===== config.mk =====
export PLATFORM = sky130hd
export DESIGN_NAME = seven_seg_scan_ctrl
export DESIGN_NICKNAME = d
export VERILOG_FILES = /design/src/rtl/seven_seg_pkg.sv /design/src/rtl/bin2bcd_seq.sv /design/src/rtl/seven_seg_scan_ctrl.sv
export SDC_FILE = /design/constraint.sdc
export NUM_CORES = 1
export LEC_CHECK = 0
export ABC_CLOCK_PERIOD_IN_PS = 2100
export BUFFER_PORTS_ARGS = -buffer_cell sky130_fd_sc_hd__buf_2
export CORE_UTILIZATION = 40
export DETAILED_ROUTE_END_ITERATION = 16
export PLACE_DENSITY = 0.6
export REMOVE_ABC_BUFFERS = 1
export SLEW_MARGIN = 5
export SYNTH_ARGS = -nofsm -noshare
export SYNTH_HDL_FRONTEND = slang
export SYNTH_SLANG_ARGS = --single-unit

===== constraint.sdc =====
create_clock -name clk -period 2.1 [get_ports clk]
set_clock_uncertainty 0.1 [all_clocks]
set_input_delay 0.42 -clock clk [delete_from_list [all_inputs] [get_ports clk]]
set_output_delay 0.42 -clock clk [all_outputs]
set_load 0.03 [all_outputs]

===== src/rtl/seven_seg_pkg.sv =====
// Shared constants and types for the seven-segment scan controller.
package seven_seg_pkg;

    localparam int          BCD_W      = 4;
    localparam logic [3:0]  DIGIT_DASH = 4'hF;

    typedef enum logic [1:0] {
        IDLE   = 2'd0,
        SHIFT  = 2'd1,
        COMMIT = 2'd2
    } conv_state_e;

    // Double-dabble correction: nibbles of 5 or more must carry after the shift.
    function automatic logic [3:0] dabble_adj(input logic [3:0] nib);
        logic [3:0] res;
        if (nib >= 4'd5) begin
            res = nib + 4'd3;
        end else begin
            res = nib;
        end
        return res;
    endfunction

endpackage


===== src/rtl/bin2bcd_seq.sv =====
// Serial double-dabble binary-to-BCD converter: one bit per cycle, start/done handshake.
module bin2bcd_seq
    import seven_seg_pkg::*;
#(
    parameter int BIN_W   = 14,
    parameter int NIBBLES = 5
) (
    input  logic                       clk,
    input  logic                       rst,
    input  logic                       start,
    input  logic [BIN_W-1:0]           value,
    output logic                       busy,
    output logic                       done,
    output logic                       bcd_ovf,
    output logic [NIBBLES*BCD_W-1:0]   bcd
);

    localparam int ACC_W = NIBBLES * BCD_W;
    localparam int CNT_W = $clog2(BIN_W + 1);

    conv_state_e        state_r;
    conv_state_e        state_next_s;
    logic [CNT_W-1:0]   cnt_r;
    logic [BIN_W-1:0]   sh_r;
    logic [ACC_W-1:0]   acc_r;
    logic [ACC_W-1:0]   adj_s;
    logic               acc_ovf_r;
    logic               busy_r;
    logic               done_r;
    logic               busy_next_s;
    logic               done_next_s;

    // State register
    always_ff @(posedge clk) begin
        if (rst) begin
            state_r <= IDLE;
        end else begin
            state_r <= state_next_s;
        end
    end

    // Next-state logic
    always_comb begin
        state_next_s = state_r;
        case (state_r)
            IDLE: begin
                if (start) begin
                    state_next_s = SHIFT;
                end else begin
                    state_next_s = IDLE;
                end
            end
            SHIFT: begin
                if (cnt_r == CNT_W'(BIN_W - 1)) begin
                    state_next_s = COMMIT;
                end else begin
                    state_next_s = SHIFT;
                end
            end
            COMMIT:  state_next_s = IDLE;
            default: state_next_s = IDLE;
        endcase
    end

    // Output decode, taken from the next state so busy/done can be registered without lag
    always_comb begin
        busy_next_s = 1'b0;
        done_next_s = 1'b0;
        case (state_next_s)
            IDLE:    begin busy_next_s = 1'b0; done_next_s = 1'b0; end
            SHIFT:   begin busy_next_s = 1'b1; done_next_s = 1'b0; end
            COMMIT:  begin busy_next_s = 1'b1; done_next_s = 1'b1; end
            default: begin busy_next_s = 1'b0; done_next_s = 1'b0; end
        endcase
    end

    // Per-nibble add-3 correction ahead of each shift
    always_comb begin
        adj_s = '0;
        for (int n = 0; n < NIBBLES; n++) begin
            adj_s[n*BCD_W +: BCD_W] = dabble_adj(acc_r[n*BCD_W +: BCD_W]);
        end
    end

    // Datapath: capture on start, shift one bit per SHIFT cycle
    always_ff @(posedge clk) begin
        if (rst) begin
            cnt_r     <= '0;
            sh_r      <= '0;
            acc_r     <= '0;
            acc_ovf_r <= 1'b0;
            busy_r    <= 1'b0;
            done_r    <= 1'b0;
        end else begin
            busy_r <= busy_next_s;
            done_r <= done_next_s;
            case (state_r)
                IDLE: begin
                    if (start) begin
                        cnt_r     <= '0;
                        sh_r      <= value;
                        acc_r     <= '0;
                        acc_ovf_r <= 1'b0;
                    end
                end
                SHIFT: begin
                    // A set MSB about to leave the top nibble means the value did not fit.
                    acc_ovf_r <= acc_ovf_r | adj_s[ACC_W-1];
                    acc_r     <= {adj_s[ACC_W-2:0], sh_r[BIN_W-1]};
                    sh_r      <= {sh_r[BIN_W-2:0], 1'b0};
                    cnt_r     <= cnt_r + CNT_W'(1);
                end
                default: begin
                    cnt_r <= cnt_r;
                end
            endcase
        end
    end

    assign busy    = busy_r;
    assign done    = done_r;
    assign bcd_ovf = acc_ovf_r;
    assign bcd     = acc_r;

endmodule


===== src/rtl/seven_seg_scan_ctrl.sv =====
// Seven-segment sequencer: serial BCD conversion, leading-zero blanking and digit multiplexing
// onto a single external decoder.
module seven_seg_scan_ctrl
    import seven_seg_pkg::*;
#(
    parameter int DIGITS   = 4,
    parameter int BIN_W    = 14,
    parameter int SCAN_DIV = 50000
) (
    input  logic               clk,
    input  logic               rst,
    input  logic               load,
    input  logic [BIN_W-1:0]   value,
    input  logic               lz_blank,
    output logic               busy,
    output logic               overflow,
    output logic [3:0]         digit_code,
    output logic               digit_blank,
    output logic [DIGITS-1:0]  digit_sel
);

    localparam int ACC_N = DIGITS + 1;
    localparam int IDX_W = (DIGITS > 1) ? $clog2(DIGITS) : 1;
    localparam int TMR_W = (SCAN_DIV > 1) ? $clog2(SCAN_DIV) : 1;
    localparam logic [DIGITS-1:0] SEL_ONE = {{(DIGITS-1){1'b0}}, 1'b1};

    logic                         conv_busy_s;
    logic                         conv_done_s;
    logic                         bcd_ovf_s;
    logic [ACC_N*BCD_W-1:0]       bcd_s;
    logic                         accept_s;
    logic                         lz_shadow_r;

    logic [DIGITS-1:0][3:0]       disp_code_r;
    logic [DIGITS-1:0]            disp_blank_r;
    logic                         overflow_r;
    logic [DIGITS-1:0][3:0]       commit_code_s;
    logic [DIGITS-1:0]            commit_blank_s;
    logic                         commit_ovf_s;
    logic                         zero_run_s;

    logic [TMR_W-1:0]             timer_r;
    logic [IDX_W-1:0]             idx_r;
    logic [IDX_W-1:0]             idx_inc_s;
    logic [IDX_W-1:0]             show_idx_s;
    logic                         wrap_s;

    logic [DIGITS-1:0]            digit_sel_r;
    logic [3:0]                   digit_code_r;
    logic                         digit_blank_r;

    assign accept_s = load && !conv_busy_s;

    bin2bcd_seq #(
        .BIN_W   (BIN_W),
        .NIBBLES (ACC_N)
    ) u_bin2bcd (
        .clk     (clk),
        .rst     (rst),
        .start   (accept_s),
        .value   (value),
        .busy    (conv_busy_s),
        .done    (conv_done_s),
        .bcd_ovf (bcd_ovf_s),
        .bcd     (bcd_s)
    );

    // Capture the blanking mode alongside the accepted value
    always_ff @(posedge clk) begin
        if (rst) begin
            lz_shadow_r <= 1'b0;
        end else if (accept_s) begin
            lz_shadow_r <= lz_blank;
        end
    end

    // Display image to commit: dashes on overflow, else digits with leading-zero flags
    always_comb begin
        commit_code_s  = '0;
        commit_blank_s = '0;
        zero_run_s     = 1'b1;
        commit_ovf_s   = bcd_ovf_s || (bcd_s[ACC_N*BCD_W-1 -: BCD_W] != 4'h0);
        for (int i = DIGITS - 1; i >= 0; i--) begin
            zero_run_s = zero_run_s && (bcd_s[i*BCD_W +: BCD_W] == 4'h0);
            if (commit_ovf_s) begin
                commit_code_s[i]  = DIGIT_DASH;
                commit_blank_s[i] = 1'b0;
            end else begin
                commit_code_s[i]  = bcd_s[i*BCD_W +: BCD_W];
                commit_blank_s[i] = lz_shadow_r && zero_run_s && (i != 0);
            end
        end
    end

    // Display registers change only when a conversion completes
    always_ff @(posedge clk) begin
        if (rst) begin
            disp_code_r  <= '0;
            disp_blank_r <= '0;
            overflow_r   <= 1'b0;
        end else if (conv_done_s) begin
            disp_code_r  <= commit_code_s;
            disp_blank_r <= commit_blank_s;
            overflow_r   <= commit_ovf_s;
        end
    end

    // Scan sequencing: index of the digit to present after this edge
    always_comb begin
        wrap_s = (timer_r == TMR_W'(SCAN_DIV - 1));
        if (idx_r == IDX_W'(DIGITS - 1)) begin
            idx_inc_s = IDX_W'(0);
        end else begin
            idx_inc_s = idx_r + IDX_W'(1);
        end
        if (wrap_s) begin
            show_idx_s = idx_inc_s;
        end else begin
            show_idx_s = idx_r;
        end
    end

    // Free-running scan timer and index
    always_ff @(posedge clk) begin
        if (rst) begin
            timer_r <= '0;
            idx_r   <= '0;
        end else if (wrap_s) begin
            timer_r <= '0;
            idx_r   <= idx_inc_s;
        end else begin
            timer_r <= timer_r + TMR_W'(1);
        end
    end

    // Registered decoder drive; refreshed every edge so a commit shows up mid-slot
    always_ff @(posedge clk) begin
        if (rst) begin
            digit_sel_r   <= ~SEL_ONE;
            digit_code_r  <= 4'h0;
            digit_blank_r <= 1'b0;
        end else begin
            digit_sel_r   <= ~(SEL_ONE << show_idx_s);
            digit_code_r  <= disp_code_r[show_idx_s];
            digit_blank_r <= disp_blank_r[show_idx_s];
        end
    end

    assign busy        = conv_busy_s;
    assign overflow    = overflow_r;
    assign digit_code  = digit_code_r;
    assign digit_blank = digit_blank_r;
    assign digit_sel   = digit_sel_r;

endmodule

* Word level (Yosys, flattened, before mapping)
Cells that the tools add are included.
** Word-level totals
- Bits in registers :: 91
- Latch bits :: 0
- RAM bits :: 0
- ROM bits :: 0
- Input bits :: 18
- Output and inout port bits :: 11
- Word-level logic and storage cells :: 91
- Memories kept :: 0
** Cells by class
- $add $sub $neg :: 8
- $mul :: 0
- Divide/modulo/power cells :: 0
- $lt $le $gt $ge :: 6
- Equal/unequal tests :: 7
- Shifts and indexed selects :: 1
- Multiplexer cells :: 31
- Bitwise operators :: 2
- Reduce and logical (&&, ||, !) cells :: 17
** Operators by type and width (count)
- 2-to-1 mux 4 bit :: 11
- case mux 20 bit (2 select lines) :: 1
- case mux 14 bit (2 select lines) :: 1
- adder 4 x 2 -> 4 bit, second input constant :: 5
- >= comparator 4 x 3 -> 1 bit, second input constant :: 5
- 2-to-1 mux 20 bit :: 1
- adder 16 x 1 -> 16 bit, second input constant :: 1
- == test 16 bit, second input constant :: 1
- 2-to-1 mux 14 bit :: 1
- zero test 4 bit :: 3
- binary-select mux 4 bit (select 2 bit) :: 1
- 2-to-1 mux 1 bit :: 8
- case mux 4 bit (2 select lines) :: 1
- logical AND 1 bit :: 6
- 2-to-1 mux 2 bit :: 3
- adder 4 x 1 -> 4 bit, second input constant :: 1
- == test 2 x 1 -> 1 bit, second input constant :: 2
- == test 2 bit, second input constant :: 2
- == test 4 bit, second input constant :: 1
- NOT 4 bit :: 1
- case mux 2 bit (2 select lines) :: 1
- nonzero test 4 bit :: 1
- OR reduction 2 bit :: 2
- left shift 1 x 2 -> 4 bit, first input constant :: 1
- 11 further kinds :: 11

* Depth between registers and ports, before layout
Gate-level depths: netlist of run 1.
- Depth after elaboration :: 7
- Gate-level depth with buffers :: 7
- Gate-level depth less buffers :: 7

* Modules after synthesis
Synthesis of run 1 repeated with hierarchy kept, for this count alone.
** Second synthesis, totals
- Cell total of the unflattened synthesis :: 481
- Area total of the unflattened synthesis :: 4305.4 um^2
** Modules (own cells, without submodules)
- bin2bcd_seq :: instances 1, cells an instance 269, area an instance 2376.0 um^2, seq. area each 860.8 um^2
- seven_seg_scan_ctrl :: instances 1, cells an instance 212, area an instance 1929.4 um^2, seq. area each 960.9 um^2

* Worst setup path after synthesis of run 1
OpenSTA, ideal clock, no wires.
- Kind :: register to register
- Start :: register timer_r[0]
- End :: register digit_code_r[0], in the netlist digit_code[0]
- Setup time :: 123 ps
- Arrival time :: 1670 ps
- Path slack :: 207 ps
- Stages on the path, launching flop included :: 8
- Buffers on the path :: 1
- Clock period less this slack :: 1893 ps
- Cells stage by stage :: dfxtp_1 ha_1 and3_2 nand4_2 mux2i_4 buf_8 mux2i_1 o22ai_1
** On the way
- Longest elaborated chain between the ends :: 4
** Ends and longest elaborated chain
- from (decl) :: RTL line seven_seg_scan_ctrl.sv:42 : logic [TMR_W-1:0] timer_r;
- from (signal assigned) :: RTL line seven_seg_scan_ctrl.sv:132 : timer_r <= timer_r + TMR_W'(1);
- == test 16 bit :: RTL line seven_seg_scan_ctrl.sv:110 : wrap_s = (timer_r == TMR_W'(SCAN_DIV - 1));
- 2-to-1 mux 2 bit :: RTL line seven_seg_scan_ctrl.sv:116 : if (wrap_s) begin
- binary-select mux 4 bit (select 2 bit) :: RTL line seven_seg_scan_ctrl.sv:144 : digit_code_r <= disp_code_r[show_idx_s];
- 2-to-1 mux 4 bit (not written as such) :: RTL line seven_seg_scan_ctrl.sv:144
- to (signal assigned) :: RTL line seven_seg_scan_ctrl.sv:144
- to (decl) :: RTL line seven_seg_scan_ctrl.sv:49 : logic [3:0] digit_code_r;
Every way passes these cells. The select of a mux whose other input is x is not followed.
A chain may end at the register's enable or synchronous reset.

* Worst setup path in the final report of run 1
Ends and elaborated chain as after synthesis.

==> summary by stage, run 1 <==
STA
The count of final hold-check violations is 0. The final period utilization is between 90 and 100%. The tightest slew margin relative to the limit is just over 60%.

The final max-slew violation count was 0. Hold is met by 195 ps. The pin slew with the least headroom to its limit is between 500 and 600 ps. Timing would allow up to around 500 MHz.

The time the worst path needs with I/O delays and setup is about 2000 ps. The final number of setup-violating endpoints is 0. Setup repair after global routing left no endpoint under its margin.

Pwr
The share of total power dissipated in sequential elements is roughly 52%. Internal power comes to between 2 and 3 mW. The worst-case IR drop observed on VDD is 0.000430 V. The analysis attributes to net switching a power of ~740 uW. Combinational logic burns slightly above 6% of the power. The power density relative to cell area is 742 nW/um^2. Summed over all cells, the static leakage comes to roughly 1.8 nW. Of the total power, the clock network draws 41.4%.

The switching power as a share of total power is approximately 22%.

Detailed routing
The total wirelength of the detailed-routed design is between 8 and 9 mm. The detailed router finished its first iteration with between 150 and 200 violations. The via count of the routed design is a little over 3000. In the final routed layout, each cell accounts on average for 13.1 um. The DRC violation count after routing is 0.

Once detail routing completed, the nets flagged for antenna violations numbered 0. The via density per instance is ~5.0. Before antenna repair, the detailed router went through 4 iterations.

Yosys
Yosys printed 0 warnings. Averaged over all synthesized cells, the footprint is between 8 and 9 sq um. The biggest area contributor in the post-synthesis netlist is sky130_fd_sc_hd__dfxtp_1. Counting flops with an async set or reset pin after synthesis yields a share of 0%. For this run, the leading register cell type out of synthesis is sky130_fd_sc_hd__dfxtp_1. The count of distinct cell types in the synthesized netlist is 46. The synthesized design contains 91 register bits. For this run, the register share of the synthesized area comes to between 40% and 50%. The cell area that synthesis handed to floorplanning was roughly 4000 sq um. Sorting the synthesized cells by area gives the leading types as sky130_fd_sc_hd__dfxtp_1 46%, sky130_fd_sc_hd__nor2_1 8.0%, sky130_fd_sc_hd__ha_1 6.0%. The number of enable flip-flop cells after synthesis is 0. By instance count, the leading cell after synthesis is sky130_fd_sc_hd__dfxtp_1. Ranked by instance count, the synthesized netlist is headed by 91 x sky130_fd_sc_hd__dfxtp_1, 85 x sky130_fd_sc_hd__nor2_1, 24 x sky130_fd_sc_hd__nand2_1, 21 x sky130_fd_sc_hd__clkbuf_1, 20 x sky130_fd_sc_hd__nor3_1. The number of instances in the synthesized netlist is about 440. The share of synthesized area in the top cell type comes to a little under half.

Global route
Entering global routing, the biggest net connects 66 pins. The first-pass GRT wire length is 13.7 mm. After global routing the overflow that remains totals 0. The number of antenna violations at the first check in global routing came to 0. The combined global-route utilization of all metal layers is between 15 and 20%. The via count of the first global-routing pass is slightly below 3000.

Place
The placer's final routability congestion estimate is around 0.75. The quantity of I/O buffers inserted on ports is 28. The detailed placer's ending HPWL is 5.52 mm. The cell total after placement is approximately 600.

Cells and area
At the end of the flow, the number of nets in the layout was approximately 510. The number of fillers in the final layout is between 900 and 1000. Across the whole layout, storage elements account for 1820 sq um. Leaving out filler cells and counting taps, the final layout contains slightly above 600. 0 antenna diodes ended up in the layout. The fraction of layout cells with a size suffix above 1 is about 14%. From synthesis to final layout, the design area changed by 14.8%. The footprint of the multi-input gates is between 2000 and 2500 sq um.

Clock tree
The insertion delay of the later-clocked pin in the worst-skew pair is between 300 and 400 ps. The number of CTS-inserted buffers is 9. The library cell used as clock root buffer is sky130_fd_sc_hd__clkbuf_8. The total number of H-tree levels is 3. The clock sink count is between 90 and 100. The clock-pin slew of the registers on the worst-case setup and hold paths is 90 ps. The clock passes through at most 2 buffers. The clock tree from TritonCTS is built.

Floorplan
The floorplan has 36 rows. The die outline height is slightly above 100 um. For this design the top-level I/O count stands at 29. The die covers around 10000 sq um.

The region available for standard cell placement spans ~10000 sq um. The floorplan die width is between 100 and 150 um. Once the floorplan was initialized, standard cells occupied between 40% and 50% of the core.

Setup path
The critical path starts at timer_r[0]. The launching point of the worst reg2reg path is timer_r[0]. In this run the worst path has a maximum fanout of 6. The delay of the slowest cell on the worst path is around 470 ps. The worst reg2reg path endpoint is digit_code[0]. The top cell family by delay on the critical path is multiplexers. The critical path capture point type is a register. The signal on the critical path passes through ha_1 > and3_2 > nand4_4 > mux2i_2 > mux2i_1 > o22ai_1. The largest individual stage delay along the critical path comes from the cell sky130_fd_sc_hd__mux2i_2.

The critical path data arrival time is 2140 ps. STA classifies the critical path startpoint as a register. In this run the worst setup path terminates at digit_code[0].

In this run the number of cells on the critical path is 6. The data required time at the worst endpoint is 2250 ps. The minimum setup slack among reg-to-reg paths is 110 ps.

The critical path is of the register to register type. The worst path buffer plus inverter count is 0. The worst register-to-register path has a depth of 6.

Status
The run finished with clean final reports.

Job
The number of max-capacitance violations reported is 0.

Hold path
The kind of path behind the tightest hold check is primary input to register.
==> repair_timing <==
item	CTS	global route
endpoints found under the setup margin	0	4
hold buffers	0	0
buffers inserted	0	1
gates resized for setup	0	1
==> state kept, by name, indices dropped and copies added (netlist names), 2 cells and up <==
register,cells
u_bin2bcd.sh_r,14
u_bin2bcd.state_r,2
idx_r,2
disp_code_r,16
timer_r,16
disp_blank_r,3
u_bin2bcd.cnt_r,4
digit_code,4
digit_sel,4
u_bin2bcd.bcd,20
==> worst register-to-register path, delay by kind of cell (launching register included) <==
family | cells | cell delay [ps]
flip-flops | 1 | 390
adder cells (fa/ha/maj) | 1 | 200
AO/OA/AOI/OAI | 1 | 100
AND/OR/NAND/NOR | 2 | 380
multiplexers | 2 | 710
==> worst min path at each step <==
stage,startpoint,end,slack [ps],cells after the start
floorplan,timer_r[0],timer_r[0],330,1
global placement,timer_r[0],timer_r[0],350,1
detailed placement,timer_r[0],timer_r[0],360,1
CTS,value[0],u_bin2bcd.sh_r[0],180,3
global route,value[0],u_bin2bcd.sh_r[0],180,3
finish,value[0],u_bin2bcd.sh_r[0],190,3
==> power groups by stage <==
stage               sequential, mW  combinational [mW]  clock, mW
global route                  1.78               0.239       1.54
detailed placement            1.82               0.214          0
CTS                           1.78               0.215       1.45
finish                        1.78               0.212       1.41
global placement              1.82               0.210          0
floorplan                     1.82               0.106          0
==> per-stage QoR <==
stage	TNS, ps	power, mW	area, sq um	setup slack [ps]	utilization [%]
after floorplan	-191	1.93	3890	-95.6	-
after global placement	0	2.03	4320	146	44.4
after detailed placement	0	2.04	4320	50.4	44.4
after CTS	0	3.45	4560	29.0	46.8
after global routing	0	3.56	4590	0.0762	47.1
final	0	3.40	4590	110	47.1
==> area by class of cell <==
cell class	count	area share, %
clock inverter	4	2.16
sequential	91	39.7
timing repair buffer	43	5.78
multi-input combinational	314	44.2
inverter	17	1.39
clock buffer	11	3.08
tap	133	3.63
==> layout by cell type (no fill, tap or decap), types with 5 or more instances in the layout <==
master	synthesis	routed
sky130_fd_sc_hd__buf_4	0	14
sky130_fd_sc_hd__nand4_1	5	5
sky130_fd_sc_hd__nand2_1	24	24
sky130_fd_sc_hd__dfxtp_1	91	91
sky130_fd_sc_hd__nand2b_1	10	10
sky130_fd_sc_hd__buf_2	0	28
sky130_fd_sc_hd__a21oi_1	19	19
sky130_fd_sc_hd__a22oi_1	12	12
sky130_fd_sc_hd__nor3_1	20	20
sky130_fd_sc_hd__xor2_1	13	13
sky130_fd_sc_hd__inv_1	16	16
sky130_fd_sc_hd__a222oi_1	8	8
sky130_fd_sc_hd__clkbuf_8	0	10
sky130_fd_sc_hd__a311oi_1	5	5
sky130_fd_sc_hd__ha_1	19	19
sky130_fd_sc_hd__nand3_1	12	12
sky130_fd_sc_hd__xnor2_1	9	9
sky130_fd_sc_hd__nor2_1	85	85
sky130_fd_sc_hd__a211oi_1	8	8
sky130_fd_sc_hd__o21ai_0	11	11
sky130_fd_sc_hd__mux2i_1	13	13
==> routing by layer <==
metal	wire, um	global-route usage (%)
met1	3950	21.1
met2	3720	28.1
met3	231	4.51
met4	97	6.04
met5	0	0
==> kinds of logic (layout without fill, tap and decap cells) <==
logic type,count (synthesis),count (layout),synth area share [%]
xor+xnor,22,22,4.82
mux,15,16,4.20
compound gates,77,77,13.3
fa+ha+maj,19,19,5.95
buf+inv,40,75,4.23
flops,91,91,45.6
simple gates,180,180,21.9
Power figures use the tool's default switching activity.
==> run 2, diff against run 1 <==
--- a/config.mk
+++ b/config.mk
@@ -7,9 +7,11 @@
 export LEC_CHECK = 0
 export ABC_CLOCK_PERIOD_IN_PS = 2100
 export BUFFER_PORTS_ARGS = -buffer_cell sky130_fd_sc_hd__buf_2
-export CORE_UTILIZATION = 40
+export CORE_ASPECT_RATIO = 1.2
+export CORE_UTILIZATION = 59
 export DETAILED_ROUTE_END_ITERATION = 16
-export PLACE_DENSITY = 0.6
+export MAX_ROUTING_LAYER = met4
+export PLACE_DENSITY = 0.81
 export REMOVE_ABC_BUFFERS = 1
 export SLEW_MARGIN = 5
 export SYNTH_ARGS = -nofsm -noshare
==> run 2 against run 1 <==
  * Sequential share of layout area increased by 0.64 points
  * Combinational power decreased by 2%
  * Clock-buffer cell count rose by 1
  * Global-route usage grew 8.7 points
  * Utilization is 22 points higher
  * Non-clock buffer count is 3 lower
  * Routed wire length increased by 2.5%
  * Clock power about the same
  * First-iteration DRC count rose by 41%
  * Register-to-register slack hardly changed
  * Fmax shrank 0.11%
  * Worst setup slack worse by 2.2 ps
  * Critical path type unchanged
  * Largest power group unchanged
  * Highest routed layer unchanged
==> summary by stage, run 2 (same netlist as run 1, synthesis figures left out) <==
Status
The run finished with clean final reports.

Pwr
In this run the power density over the cells is between 700 and 800 nW/um^2. The total power is 3.41 mW. Across the VDD grid, the largest voltage drop is ~0.00068 V. The cell leakage power is 1.82 nW.

STA
The final max-slew violation count is 0. For the pin with the worst max-slew slack, the measured transition is 537 ps. The worst path uses 94.9% of the clock period. The minimum hold slack is between 150 and 200 ps. Setup repair after global routing left no endpoint under its margin.

The count of final hold-check violations is 0. The post-route worst setup slack is between 100 and 150 ps. The time the worst path needs with I/O delays and setup is 1990 ps. Setup violations remaining at the end of the flow were counted as 0.

The highest attainable clock frequency is 502 MHz. Headroom to the max-slew limit came out at between 60% and 70%.

Detailed routing
Wires add up to between 8 and 9 mm. The detailed-route wire length per cell is 14.6 um. In this run, the number of DRC markers left after iteration 0 of detailed routing was 213. The DRC violation count after routing is 0. The via density per instance is about 5.8. The number of nets with antenna violations after detailed routing is 0.

The number of detailed-route iterations in the first pass is 4. The routed layout has between 3000 and 4000 vias.

Floorplan
From left edge to right edge, the die measures 77.1 um. The placeable core region is approximately 6500 sq um. The floorplan has 32 rows. The number of primary I/O pins is 29. Once the floorplan was initialized, standard cells occupied 61.6% of the core. The die outline height is roughly 92 um. The overall die area is just over 7000 sq um.

Setup path
STA puts the critical path data arrival time at roughly 2200 ps. The critical path runs through a total of 6 cells. In this run the worst path has a maximum fanout of 7.

At the worst endpoint, the required time is around 2300 ps. The signal on the critical path passes through ha_1 > and3_2 > nand4_4 > mux2_4 > or2_1 > o22ai_1. The critical path is of the register to register type. The worst path buffer plus inverter count is 0. The worst setup path is captured at a register. The delay of the slowest cell on the worst path is between 300 and 400 ps. STA classifies the critical path startpoint as a register.

The number of cells on the worst reg-to-reg path is 6. Among all stages on the critical path, the largest delay is contributed by sky130_fd_sc_hd__dfxtp_1. The top cell family by delay on the critical path is simple AND/OR/NAND/NOR gates.

Place
Port buffering added 28 buffers. In this run, placement finished with an instance count of ~540. Once placement finished, the instance area stood at ~4200 sq um. Before CTS, the worst setup slack after placement is ~33 ps.

At the end of routability-driven placement, the weighted congestion stood at between 0.8 and 0.9. Once detailed placement completed, the half-perimeter wirelength came to around 5.5 mm.

Clock tree
The total number of H-tree levels is 3. Clock tree synthesis found a total of about 90 sinks. TritonCTS built the clock tree.

In this run the deepest clock path goes through 2 buffers. For this design, the CTS-stage hold fixing added 0 buffers. Clock-pin slew was measured on the worst setup and hold paths at approximately 90 ps. Clock tree synthesis inserted a total of 9 buffers. Clock latency on the worst-skew pair, taken at its later pin, is 360 ps. The cell sitting at the root of the clock tree is a sky130_fd_sc_hd__clkbuf_8.

Cells and area
The number of fillers in the final layout is between 500 and 600. The number of flip-flops in the largest register is 20. The most frequent standard cell in the layout excluding fill and tap cells is sky130_fd_sc_hd__dfxtp_1. The number of cells in the finished layout apart from fillers is between 500 and 600. The total non-filler cell area in the finished layout is 4520 sq um. The fraction of layout cells with a size suffix above 1 is a little over an eighth. The layout overhead on the synthesized area is 13.1%.

In the layout the commonest cells are 90 x sky130_fd_sc_hd__dfxtp_1, 85 x sky130_fd_sc_hd__nor2_1, 28 x sky130_fd_sc_hd__buf_2, 24 x sky130_fd_sc_hd__nand2_1, 20 x sky130_fd_sc_hd__nor3_1. The number of antenna diodes in the final layout is 0. The net count reported at finish is 510. The multi-input combinational cells in the finished layout cover a total of 2040 sq um.

The area of all sequential standard cells is around 1800 sq um.

Global route
The via count of the first global-routing pass came to a little over 3000. The first global-routing pass estimated about 14 mm of wire. The number of antenna violations at the first check in global routing is 0.

Global routing used between 20 and 30% of the available tracks. The total overflow reported by the global router is 0. Entering global routing, the biggest net connects 64 pins.

Hold path
In this run the worst hold path is classified as primary input to register. Along the worst hold path, the cell count comes to 3.

Job
The number of max-capacitance violations reported is 0.
## run 2: cell types whose count changed in the layout (fill, tap and decap cells not counted), sizes merged
cell	change
buf	-3
clkbuf	+1
clkinv	-1
clkinvlp	+1
## run 2: per-layer routing
layer / global-route usage [%] / vias up / share of wire, %
met4: 11.0 / 0 / 2.0
met2: 44.4 / 55 / 52
met1: 28.5 / 1548 / 43
li1: - / 1622 / -
met3: 4.98 / 14 / 3.2
met5: - / - / 0
## run 2: power by group
part	switching (mW)	internal (mW)	total (mW)
sequential	0.0254	1.76	1.78
combinational	0.131	0.0757	0.207
clock	0.598	0.825	1.42
## run 2: final timing paths
path | start | to | slack, ps
min | value[0] | u_bin2bcd.sh_r[0] | 200
max | timer_r[1] | digit_code[3] | 110
max reg2reg | timer_r[1] | digit_code[3] | 110
min reg2reg | u_bin2bcd.sh_r[8] | u_bin2bcd.sh_r[9] | 380
## run 2: timing repair
item                       CTS  global route
resized for setup            2             1
setup endpoints to repair    4             4
buffers inserted             2             0
cloned                       1             0
## run 2: layout make-up
type                            count  area share, %
Timing Repair Buffer               40           5.38
Tap cell                           85           2.36
Inverter                           17           1.41
Clock buffer                       12           3.21
Sequential cell                    91           40.4
Multi-Input combinational cell    314           45.1
Clock inverter                      4           2.16
## run 2: stage by stage
| stage | setup TNS [ps] | util [%] |
|---|---|---|
| after floorplan | -191 | - |
| after global placement | 0 | 65.1 |
| after detailed placement | 0 | 65.1 |
| after CTS | 0 | 69.6 |
| after global routing | 0 | 69.6 |
| final | 0 | 69.6 |
## run 2: worst min-delay path: cells and delay by family
kind | cells | cell delay, ps
AND/OR/NAND/NOR | 1 | 70
buffers and inverters | 1 | 80
AO/OA/AOI/OAI | 1 | 50
==> run 3, diff against run 2 <==
--- a/config.mk
+++ b/config.mk
@@ -9,9 +9,10 @@
 export BUFFER_PORTS_ARGS = -buffer_cell sky130_fd_sc_hd__buf_2
 export CORE_ASPECT_RATIO = 1.2
 export CORE_UTILIZATION = 59
+export CTS_CLUSTER_SIZE = 16
 export DETAILED_ROUTE_END_ITERATION = 16
 export MAX_ROUTING_LAYER = met4
-export PLACE_DENSITY = 0.81
+export PLACE_DENSITY_LB_ADDON = 0.12
 export REMOVE_ABC_BUFFERS = 1
 export SLEW_MARGIN = 5
 export SYNTH_ARGS = -nofsm -noshare
==> run 3 against run 2 <==
  * Global-route usage is 0.85 points lower
  * Worst setup slack better by 19 ps
  * Clock-buffer cell count is 2 lower
  * First-iteration DRC count is 13% lower
  * Fmax is 0.97% higher
  * Sequential cell count stayed put
  * Critical path depth stayed put
  * Critical endpoint unchanged
  * Largest power group unchanged
==> summary by stage, run 3 (same netlist as run 1, synthesis figures left out) <==
Floorplan
The placeable core region is between 6000 and 7000 sq um. In this run the core area contains 32 standard-cell rows. 29 I/O pins were placed.

The floorplan die width is 77.1 um. The die outline height is between 90 and 100 um. The die covers approximately 7100 sq um. Once the floorplan was initialized, standard cells occupied between 60% and 70% of the core.

Global route
The combined global-route utilization of all metal layers is roughly a quarter. Summed over all layers, the global routing overflow is 0. The via count of the first global-routing pass was approximately 3100. The number of antenna violations at the first check in global routing is 0.

The pin count of the biggest net entering global routing is 64. The first-pass GRT wire length is approximately 14 mm.

Setup path
The signal on the critical path passes through ha_1 > and3_2 > nand4_2 > mux2_4 > or2_1 > o22ai_1. For the worst setup path, the data required time is 2280 ps. The delay of the slowest cell on the worst path is roughly 380 ps. The critical path data arrival time is ~2200 ps. The startpoint type of the worst setup path is a register. The slowest stage of the critical path belongs to the cell sky130_fd_sc_hd__dfxtp_1. Of all nets on the critical path, the largest fanout is 7.

The critical path class is register to register. The critical path capture point type is a register.

Cells and area
Relative to the synthesized area, the layout overhead comes to 11.9%. Cells fill ~70% of the core in the end. The antenna diode count is 0. The number of flip-flops in the largest register is 20.

Leaving out fill and tap cells, the most frequent cell in the layout is sky130_fd_sc_hd__dfxtp_1. The post-route netlist has between 10% and 20% of its cells at a drive strength greater than 1. After the flow finishes, the layout carries non-filler instances totaling between 500 and 600. In the final design database the tool counted about 500 nets.

In the layout the commonest cells are 91 x sky130_fd_sc_hd__dfxtp_1, 85 x sky130_fd_sc_hd__nor2_1, 28 x sky130_fd_sc_hd__buf_2, 24 x sky130_fd_sc_hd__nand2_1, 20 x sky130_fd_sc_hd__nor3_1.

STA
The pin slew with the least headroom to its limit is about 560 ps. The minimum hold slack is 220 ps. The highest attainable clock frequency is between 500 and 600 MHz. The count of final hold-check violations was 0. In the post-route analysis, the smallest setup slack over all paths is ~130 ps. For the finished layout, the period the worst path requires is roughly 2000 ps.

Setup violations remaining at the end of the flow were counted as 0. In this run the tightest slew margin relative to its limit is 62.7%. Setup repair after global routing left no endpoint under its margin. The final-layout setup total negative slack is 0 ps. The final max-slew violation count is 0.

The worst path uses between 90% and 100% of the clock period.

Pwr
The maximum vdd ir drop is ~0.00055 V. Power spread over the standard cell area amounts to roughly 710 nW/um^2. The cell leakage power is 1.80 nW.

Clock tree
The clock tree from TritonCTS is built. Clock tree synthesis found a total of 91 sinks. The library cell used as clock root buffer is sky130_fd_sc_hd__clkbuf_8. The post-cts gate resize count is 0. For the worst-skew pair, the clock arrives at the later sink with an insertion delay of roughly 350 ps. The clock passes through at most 2 buffers. After clock tree synthesis, the clock-pin slew on the worst setup and hold paths is ~90 ps. The total number of H-tree levels is 3. In this run, CTS created clock tree buffers numbering 9.

Detailed routing
The total wirelength of the detailed-routed design is between 7 and 8 mm. Before antenna repair, the detailed router went through 4 iterations. In this run, the number of DRC markers left after iteration 0 of detailed routing was roughly 190. For this run, design rule violations remaining after detail routing come to 0. The number of nets with antenna violations after detailed routing is 0. For this block, the via count after detailed routing is between 3000 and 4000.

The detailed-route wire length per cell is between 10 and 15 um. Using the TritonRoute via totals, the vias-per-cell ratio works out to 5.68.

Job
Across the run, the number of max-cap violations was 0.

Place
At the placement stage, the worst setup path has a slack of roughly 60 ps. In this run the tool buffered the top-level ports with 28 buffer cells. The placer's final routability congestion estimate is between 0.8 and 0.9. The cell total after placement is 547. The detailed placer's ending HPWL is 5.35 mm.

Hold path
The kind of path behind the tightest hold check is primary input to register.

Status
The run finished with clean final reports.
==> run 3: repair_timing <==
action,CTS,global route
endpoints found under the setup margin,0,4
buffers inserted,0,1
hold buffers,0,0
==> run 3: power by group <==
group	internal (mW)	total [mW]	switching, mW
registers	1.76	1.78	0.0221
logic	0.0781	0.206	0.128
clock network	0.562	1.20	0.635
==> run 3: routing by layer <==
metal,routed length (um),global-route usage (%),part of all wire [%]
met4,125,9.91,1.6
met2,3830,41.2,49
met3,266,3.68,3.4
met5,0,-,0
met1,3590,30.0,46
==> run 3: worst max-delay path, delay by kind of cell, from the launching register on <==
family | cells | cell delay [ps]
AND/OR/NAND/NOR | 3 | 690
flip-flops | 1 | 380
multiplexers | 1 | 370
adder cells (fa/ha/maj) | 1 | 200
AO/OA/AOI/OAI | 1 | 180
==> run 3: layout make-up <==
class | count | area (sq um)
repair buffers | 42 | 258
clock buffers | 10 | 128
inverters | 17 | 63.8
fillers | 527 | 2020
clock inverters | 6 | 71.3
multi-input cells | 314 | 2020
well taps | 85 | 106
flip-flops and latches | 91 | 1820
==> run 3: path summary, 6_finish.rpt <==
check	start	endpoint	slack, ps	cells after the start
worst max register to register	timer_r[0]	digit_code[3]	130	6
worst min register to register	timer_r[0]	timer_r[0]	370	1
worst max-delay path	timer_r[0]	digit_code[3]	130	6
worst min-delay path	value[0]	u_bin2bcd.sh_r[0]	220	3
==> run 3: through the flow <==
stage / instance area [sq um] / total power [mW]
2_1_floorplan: 3890 / 1.93
3_3_place_gp: 4250 / 2.02
3_5_place_dp: 4250 / 2.03
4_1_cts: 4450 / 3.21
5_1_grt: 4470 / 3.31
6_report: 4470 / 3.18
